[src/rtl/uart_rx_fifo.sv]
`timescale 1ns/1ps
// -----------------------------------------------------------------------------
// uart_rx_fifo
//
// Oversampling 8N1-style UART receiver feeding a first-word-fall-through
// receive FIFO. This is the receive stage in front of the UART register block.
//
// The serial input is synchronised, sampled 16x per bit, and checked for a
// valid start and stop bit. Each good byte is pushed into the FIFO. The
// register block reads the head byte and pops it with a one-cycle handshake.
//
// Parameters
//   DATA_WIDTH  data bits per frame (>= 2)
//   CLK_FREQ    clk frequency in Hz
//   UART_SPEED  baud rate
//   FIFO_DEPTH  FIFO entries, a power of 2 and >= 2
//
// Ports
//   clk        clock
//   arstn      asynchronous active-low reset
//   rx         serial input, asynchronous to clk, idles high
//   pop        consume the head entry (ignored while empty)
//   clr_err    clear the sticky frame_err / overrun flags
//   rdata      FIFO head byte, valid while !empty
//   empty      FIFO holds no entries
//   full       FIFO holds FIFO_DEPTH entries
//   count      number of entries held
//   frame_err  sticky: a stop bit was sampled low
//   overrun    sticky: a good byte was dropped because the FIFO was full
// -----------------------------------------------------------------------------
module uart_rx_fifo #(
    parameter int DATA_WIDTH = 8,
    parameter int CLK_FREQ   = 50_000_000,
    parameter int UART_SPEED = 115200,
    parameter int FIFO_DEPTH = 8
) (
    input  logic                          clk,
    input  logic                          arstn,
    input  logic                          rx,
    input  logic                          pop,
    input  logic                          clr_err,
    output logic [DATA_WIDTH-1:0]         rdata,
    output logic                          empty,
    output logic                          full,
    output logic [$clog2(FIFO_DEPTH):0]   count,
    output logic                          frame_err,
    output logic                          overrun
);

    // -------------------------------------------------------------------------
    // Derived constants
    // -------------------------------------------------------------------------
    localparam int DIV_RAW = CLK_FREQ / (UART_SPEED * 16);
    localparam int DIV     = (DIV_RAW < 1) ? 1 : DIV_RAW;
    localparam int DIV_W   = (DIV > 1) ? $clog2(DIV) : 1;
    localparam int BIT_W   = (DATA_WIDTH > 1) ? $clog2(DATA_WIDTH) : 1;
    localparam int AW      = $clog2(FIFO_DEPTH);
    localparam int CW      = AW + 1;

    typedef enum logic [2:0] {
        S_IDLE,
        S_START,
        S_DATA,
        S_STOP,
        S_WAIT_HIGH
    } state_t;

    // -------------------------------------------------------------------------
    // Input synchroniser
    // -------------------------------------------------------------------------
    // Reset to 1 so that coming out of reset does not look like a start bit.
    logic [1:0] rx_sync;
    logic       rx_s;

    // NOTE: every sequential block uses non-blocking assignments so that all
    // flops sample their inputs from the same edge, independent of the order
    // in which the simulator evaluates the always_ff blocks.
    always_ff @(posedge clk or negedge arstn) begin
        if (!arstn) begin
            rx_sync <= 2'b11;
        end else begin
            rx_sync <= {rx_sync[0], rx};
        end
    end

    assign rx_s = rx_sync[1];

    // -------------------------------------------------------------------------
    // Oversample tick generator
    // -------------------------------------------------------------------------
    // The divider restarts when a start edge is seen, so the 16x sample grid
    // is phase-aligned to the falling edge of the start bit.
    state_t             state;
    logic [DIV_W-1:0]   div_cnt;
    logic               tick;
    logic               start_det;

    assign start_det = (state == S_IDLE) && !rx_s;
    assign tick      = (div_cnt == DIV_W'(DIV - 1));

    always_ff @(posedge clk or negedge arstn) begin
        if (!arstn) begin
            div_cnt <= '0;
        end else if (start_det || tick) begin
            div_cnt <= '0;
        end else begin
            div_cnt <= div_cnt + 1'b1;
        end
    end

    // -------------------------------------------------------------------------
    // Receive FSM
    // -------------------------------------------------------------------------
    // START samples at oversample count 7 (middle of the start bit); after
    // that the counter restarts at 0, so every later sample taken at count 15
    // lands 16 ticks further on, in the middle of each data and stop bit.
    logic [3:0]             sample_cnt;
    logic [BIT_W-1:0]       bit_idx;
    logic [DATA_WIDTH-1:0]  shift_reg;
    logic                   push_req;

    always_ff @(posedge clk or negedge arstn) begin
        if (!arstn) begin
            state      <= S_IDLE;
            sample_cnt <= '0;
            bit_idx    <= '0;
            shift_reg  <= '0;
            push_req   <= 1'b0;
            frame_err  <= 1'b0;
        end else begin
            push_req <= 1'b0;

            // Clear first so that a framing error in the same cycle wins.
            if (clr_err) begin
                frame_err <= 1'b0;
            end

            case (state)
                S_IDLE: begin
                    if (!rx_s) begin
                        state      <= S_START;
                        sample_cnt <= '0;
                    end
                end

                S_START: begin
                    if (tick) begin
                        if (sample_cnt == 4'd7) begin
                            if (rx_s) begin
                                // Line went back high before mid-bit: glitch.
                                state <= S_IDLE;
                            end else begin
                                state      <= S_DATA;
                                sample_cnt <= '0;
                                bit_idx    <= '0;
                            end
                        end else begin
                            sample_cnt <= sample_cnt + 4'd1;
                        end
                    end
                end

                S_DATA: begin
                    if (tick) begin
                        // 4-bit counter wraps 15 -> 0 by itself.
                        sample_cnt <= sample_cnt + 4'd1;
                        if (sample_cnt == 4'd15) begin
                            // LSB first: new bits enter at the top and shift down.
                            shift_reg <= {rx_s, shift_reg[DATA_WIDTH-1:1]};
                            if (bit_idx == BIT_W'(DATA_WIDTH - 1)) begin
                                state <= S_STOP;
                            end else begin
                                bit_idx <= bit_idx + 1'b1;
                            end
                        end
                    end
                end

                S_STOP: begin
                    if (tick) begin
                        sample_cnt <= sample_cnt + 4'd1;
                        if (sample_cnt == 4'd15) begin
                            if (rx_s) begin
                                // shift_reg stays stable until the next frame's
                                // first data bit, so the FIFO writes it directly.
                                push_req <= 1'b1;
                                state    <= S_IDLE;
                            end else begin
                                frame_err <= 1'b1;
                                state     <= S_WAIT_HIGH;
                            end
                        end
                    end
                end

                S_WAIT_HIGH: begin
                    // A held-low line (break) reports a single framing error
                    // and is not re-interpreted as a stream of start bits.
                    if (rx_s) begin
                        state <= S_IDLE;
                    end
                end

                default: begin
                    state <= S_IDLE;
                end
            endcase
        end
    end

    // -------------------------------------------------------------------------
    // Receive FIFO (first-word fall-through)
    // -------------------------------------------------------------------------
    logic [DATA_WIDTH-1:0]  mem [FIFO_DEPTH];
    logic [AW-1:0]          wr_ptr;
    logic [AW-1:0]          rd_ptr;
    logic [CW-1:0]          count_q;
    logic                   do_push;
    logic                   do_pop;

    assign empty  = (count_q == '0);
    assign full   = (count_q == CW'(FIFO_DEPTH));
    assign count  = count_q;
    assign rdata  = mem[rd_ptr];

    // A pop on an empty FIFO is ignored, even when a push lands that cycle.
    // A push into a full FIFO is accepted only when a pop frees a slot in the
    // same cycle.
    assign do_pop  = pop && !empty;
    assign do_push = push_req && (!full || pop);

    // NOTE: the storage array has no reset; only pointers and count are
    // reset, which is enough to make the contents unobservable, and it keeps
    // the array mappable onto plain RAM or reset-less flops.
    always_ff @(posedge clk) begin
        if (do_push) begin
            mem[wr_ptr] <= shift_reg;
        end
    end

    always_ff @(posedge clk or negedge arstn) begin
        if (!arstn) begin
            wr_ptr  <= '0;
            rd_ptr  <= '0;
            count_q <= '0;
            overrun <= 1'b0;
        end else begin
            // Pointers are exactly log2(depth) bits wide and wrap naturally.
            if (do_push) begin
                wr_ptr <= wr_ptr + 1'b1;
            end
            if (do_pop) begin
                rd_ptr <= rd_ptr + 1'b1;
            end

            if (do_push && !do_pop) begin
                count_q <= count_q + 1'b1;
            end else if (do_pop && !do_push) begin
                count_q <= count_q - 1'b1;
            end

            if (clr_err) begin
                overrun <= 1'b0;
            end
            if (push_req && full && !pop) begin
                overrun <= 1'b1;
            end
        end
    end

endmodule
[config.mk]
export PLATFORM = sky130hd
export DESIGN_NAME = uart_rx_fifo
export DESIGN_NICKNAME = d
export VERILOG_FILES = /design/src/rtl/uart_rx_fifo.sv
export SDC_FILE = /design/constraint.sdc
export NUM_CORES = 1
export LEC_CHECK = 0
export CORE_ASPECT_RATIO = 0.6
export CORE_UTILIZATION = 54
export DETAILED_ROUTE_END_ITERATION = 10
export GPL_TIMING_DRIVEN = 0
export HOLD_SLACK_MARGIN = 0.06
export PLACE_DENSITY = 0.75
export SYNTH_ARGS = -nofsm -noshare
export SYNTH_HDL_FRONTEND = slang
export SYNTH_SLANG_ARGS = --single-unit
[constraint.sdc]
create_clock -name clk -period 2.51 [get_ports clk]
set_input_delay 0.251 -clock clk [delete_from_list [all_inputs] [get_ports clk]]
set_output_delay 0.251 -clock clk [all_outputs]
set_load 0.05 [all_outputs]
# [After elaboration in Yosys (flattened, before gate mapping)]
# Memory sizes are Yosys's and may differ from the RTL's.
# Cells that the tools add are included.
[totals] register_bits=38 ram_bits=64 output_inout_bits=16 elab_cells=107 memories=1
[mem_list] name="mem" depth=8 width=8 rd=1 rd_clocked_by_memory_dff=0 wr=1 line="214" source="logic [DATA_WIDTH-1:0] mem [FIFO_DEPTH];"
[op_classes] addsub=7 n_eq_ne=21 mux=40 n_reduce_logical=26
[op_table] operator="3-bit 2-to-1 mux" n=16
[op_table] operator="4-bit 2-to-1 mux" n=6
[op_table] operator="2-bit != test, second input constant" n=11
[op_table] operator="3-bit case mux with 5 select lines" n=1
[op_table] operator="1-bit 2-to-1 mux" n=13
[op_table] operator="4-bit case mux with 3 select lines" n=1
[op_table] operator="3-bit by 1-bit adder with 3-bit output, second input constant" n=3
[op_table] operator="9-bit AND reduction" n=1
[op_table] operator="4-bit by 1-bit adder with 4-bit output, second input constant" n=2
[op_table] operator="4-bit == test, second input constant" n=2
[op_table] operator="1-bit logical AND" n=7
[op_table] operator="7-bit AND reduction" n=1
[op_table] operator="3-bit by 2-bit == test with 1-bit output, second input constant" n=2
[op_table] operator="3-bit == test, second input constant" n=2
[op_table] operator="1-bit logical NOT" n=6
[op_table] operator="3-bit case mux with 2 select lines" n=1
[op_table] operator="3-bit AND reduction" n=2
[op_table] operator="2-bit nonzero test" n=3
[op_table] operator="5-bit by 1-bit adder with 5-bit output, second input constant" n=1
[op_table] operator="5-bit == test, second input constant" n=1
[op_table] operator="5-bit 2-to-1 mux" n=1
[op_table] operator="4-bit by 3-bit == test with 1-bit output, second input constant" n=1
[op_table] operator="4-bit logical NOT" n=1
[op_table] operator="4-bit by 1-bit subtractor with 4-bit output, second input constant" n=1
[op_table] operator="other kinds (7)" n=8

# [Logic depth before layout (Yosys ltp)]
[logic_depth] word_depth=8 mapped_depth=10 ltp_nobuf=10

# [Worst setup path before layout]
# Ideal clock, no wire load.
[synth_timing] kind="register to register" startpoint="reg count_q[0] (netlist: count[0])" endpoint="reg count_q[3] (netlist: count[3])" setup_ns=0.136 arrival_ns=2.815 t_required_ns=2.374 path_slack_ns=-0.441 stages_incl_launch_ff=10 path_buffers=0 path_cell_list="dfrtp_1 -> or4b_4 -> o21ai_4 -> inv_2 -> ha_1 -> inv_1 -> ha_1 -> a21o_2 -> a2111oi_0 -> o31ai_1"
[synth_between] elab_chain_cells=7 word_cells_on_any_way=16 cone_classes="add/sub: 2; eq/ne: 1; mux: 2; reduce/logical: 11"
[synth_rtl] item="start: declaration" line="217" source="logic [CW-1:0] count_q;"
[synth_rtl] item="start signal: assignment" line="257" source="count_q <= count_q + 1'b1;"
[synth_rtl] item="start signal: assignment" line="259" source="count_q <= count_q - 1'b1;"
[synth_rtl] item="4-bit == test *" line="222" source="assign full = (count_q == CW'(FIFO_DEPTH));"
[synth_rtl] item="1-bit logical NOT *" line="230" source="assign do_push = push_req && (!full || pop);"
[synth_rtl] item="1-bit logical OR *" line="230"
[synth_rtl] item="1-bit logical AND *" line="230"
[synth_rtl] item="net do_push" line="218" source="logic do_push;"
[synth_rtl] item="1-bit logical NOT" line="258" source="end else if (do_pop && !do_push) begin"
[synth_rtl] item="1-bit logical AND" line="258"
[synth_rtl] item="2-bit nonzero test (no source line)"
# The timed path passes the listed nets; every way through them passes the cells marked *. The select of a mux whose other input is x is not followed.
# A chain may end at the register's enable or synchronous reset.

# [Worst setup path in the final report]
# Ends and elaborated chain as after synthesis.

==> metrics.md <==
| Metric | Value |
|---|---|
| Slew headroom | `between 40% and 50%` |
| Synth Register Bits | `about 100` |
| Vias in the first global route | `between 2,000 and 2,500` |
| Worst Hold Class | `input pin to flip-flop` |
| Worst Path Arrival | `approximately 2.7 ns` |
| Slew Limit Fails | `0` |
| Clock tree buffer depth | `2` |
| HP Start | `rx` |
| First-pass GRT wire length | `~13 mm` |
| Average cell area after synthesis | `around 16 µm²` |
| Root buffer cell | `clkbuf_16` |
| Crit path max fanout | `5` |
| Worst slew pin tran | `about 0.89 ns` |
| CP Launch Type | `flip-flop` |
| Max FFs per register | `64` |
| LEAKAGE | `2.17 nW` |
| Post-synth EDFFs | `64` |
| Most frequent cell after synthesis | `edfxtp_1` |
| IO Pins | `21` |
| Synth top area share | `between 40% and 50%` |
| Final HPWL DP | `between 5 and 6 mm` |
| Ys Warns | `0` |
| Worst Setup Path Type | `flip-flop to flip-flop` |
| Final Hold Fails | `0` |
| CTS Sinks | `~100` |
| Final Cycle Share | `approximately 100%` |
| Sink of the worst hold path | `rx_sync[0]` |
| Syn nets | `between 200 and 300` |
| Initial Util | `between 50% and 60%` |
| Worst-Skew Late Latency | `0.33 ns` |
| Pwr dens | `roughly 640 nW/µm²` |
| Vias per cell | `5.66` |
| Length in cells of the worst reg-to-reg path | `10` |
| Comb pwr share | `less than 1%` |
| Synth unique cells | `49` |
| Post-synthesis sequential area ratio | `66.1%` |
| Clock share of power | `between 40% and 50%` |
| Setup TNS | `0 ns` |
| H-tree depth | `3` |
| CP max stage cell | `or4b_4` |
| Share of cells above drive strength 1 | `about a third` |
| CTS tree | `built` |
| Num CTS Buffers | `9` |
| Maximum VDD drop | `roughly 450 µV` |
| Die Y | `between 70 and 80 µm` |
| Crit path max-delay family | `compound AO/OA/AOI/OAI gates` |
| Filler Cells Inserted | `roughly 500` |
| Placed instance area | `around 4700 µm²` |
| Critical Path Max Stage Delay | `between 0.5 and 0.6 ns` |
| Most used flip-flop cell after synthesis | `edfxtp_1` |
| F_max | `around 400 MHz` |
| Dpl ws | `-0.313 ns` |
| Worst reg2reg setup slack | `around 0.0084 ns` |
| Outcome | `completed` |
| Die ar. | `8430 µm²` |
| 1st-pass router iterations | `4` |
| Worst Skew | `about 0.0037 ns` |
| Cells along the critical path | `or4b_4, o21ai_4, inv_2, ha_4, inv_6, ha_4, a21o_4, a21oi_4, mux2i_1, o31ai_1` |
| Routed vias | `about 2,400` |
| Worst R2R Start | `count[0]` |
| Largest net degree at the start of global routing | `39` |
| Tot Pwr | `about 3.3 mW` |
| Synth area leader | `edfxtp_1` |
| Antenna diode count | `0` |
| P_sw | `between 0.5 and 0.6 mW` |
| Max Cap Violations | `0` |
| WP buf/inv | `2` |
| Initial antenna violation count | `0` |
| Worst-path clk slew | `0.06 ns` |
| Internal power | `2.75 mW` |
| Final-report setup violation count | `0` |
| All-Layer GR Usage | `21.7%` |
| Cell count after synthesis | `approximately 270` |
| Minimum clock period after layout | `around 2.5 ns` |
| Async SR Flop Fraction | `37.3%` |
| RePlAce Congestion | `between 0.7 and 0.8` |
| Area Growth Syn to Fin | `19.4%` |
| DRC violations left | `0` |
| Sequential share of power | `between 50 and 60%` |
| Initial DRC count | `about 120` |
| CP most frequent cell | `ha_4` |
| Syn Std Cell Area | `around 4400 µm²` |
| RSZ-0062 raised after global routing | `yes` |
| Core area | `between 7000 and 8000 µm²` |
| Detail Route Antenna Nets | `0` |
| Total grt overflow | `0` |
| PortBufs | `20` |
| Post-route cell area | `approximately 5200 µm²` |
| CP endpoint kind | `flip-flop` |
| Final wirelength | `about 8.0 mm` |
| FF-to-FF End | `count[3]` |
| Final #Nets | `~340` |
| Synth top area cells | `edfxtp_1, dfrtp_1, mux4_2` |
| Site row count | `24` |
| Final Worst Setup Slack | `roughly 0.0084 ns` |
| CP Data Required Time | `between 2 and 3 ns` |
| Wire per inst | `around 19 µm` |
| Hold Path Depth | `1` |
| Die W | `~120 µm` |
| Synth cell count leaders | `edfxtp_1, dfrtp_1, nand2_1` |
| Net Sw Frac | `approximately 17%` |
-- how the worst max path moves through the flow --
stage                     depth (start not counted)        end      start
after detailed placement                          5   rdata[6]  rd_ptr[1]
after floorplan                                  10   count[3]   count[1]
after CTS                                        10   count[3]   count[2]
after global routing                             10   count[3]   count[0]
after global placement                            3  mem[0][2]        pop
final                                            10   count[3]   count[0]
-- power groups by stage --
| stage | combinational [mW] | sequential [mW] | clock [mW] |
|---|---|---|---|
| after CTS | 0.0233 | 1.77 | 1.57 |
| after global placement | 0.0227 | 1.81 | 0 |
| after detailed placement | 0.0220 | 1.81 | 0 |
| after floorplan | 0.00218 | 1.81 | 0 |
| after global routing | 0.0256 | 1.77 | 1.63 |
| final | 0.0219 | 1.77 | 1.53 |
-- layer usage --
layer	vias up	part of all wire, %	track usage (%)
li1	1133	-	-
met4	0	0.71	7.26
met1	1233	46	31.6
met2	62	48	32.1
met5	-	0	0
met3	4	5.8	5.73
-- layout by cell type, fill, tap and decap left out, drive strengths merged, types with 4 or more instances in the layout --
cell type      count
mux4              16
clkbuf            13
xnor2              8
nand2b             4
mux2i              4
o21ai              4
inv               11
ha                10
clkdlybuf4s50     11
nand3              6
nor3               8
nand2             21
mux2              18
edfxtp            64
dfrtp             36
buf               32
nor2              16
-- cells by family after synthesis --
kind of cell | after synthesis | synth area share [%]
flops | 102 | 66.1
buf+inv | 22 | 2.21
compound gates | 23 | 4.11
simple gates | 68 | 8.28
fa+ha+maj | 11 | 3.34
xor+xnor | 10 | 2.01
mux | 38 | 13.9
-- per-stage QoR --
step	utilization [%]	hold slack, ns	std cells
3_5_place_dp	62.9	0.355	399
2_1_floorplan	-	-0.0446	274
5_1_grt	68.9	0.316	430
3_3_place_gp	62.8	0.346	398
6_report	68.9	0.334	430
4_1_cts	67.5	0.324	420
-- repair_timing --
item | CTS | global route
resized for setup | 43 | 4
endpoints found under the setup margin | 19 | 6
hold buffers | 1 | 0
cloned | 0 | 0
endpoints found under the hold margin | 35 | 0
pin swaps | 2 | 3
setup buffers | 4 | 9
-- area by class of cell --
cell class / instances / area, µm² / area share (%)
clock buffers: 10 / 229 / 4.41
plain buffers: 11 / 63.8 / 1.23
flip-flops and latches: 102 / 2880 / 55.5
clock inverters: 6 / 110 / 2.12
repair buffers: 36 / 278 / 5.35
well taps: 104 / 130 / 2.51
multi-input cells: 150 / 1460 / 28.0
inverters: 11 / 46.3 / 0.891
(Power assumes the default switching activity.)
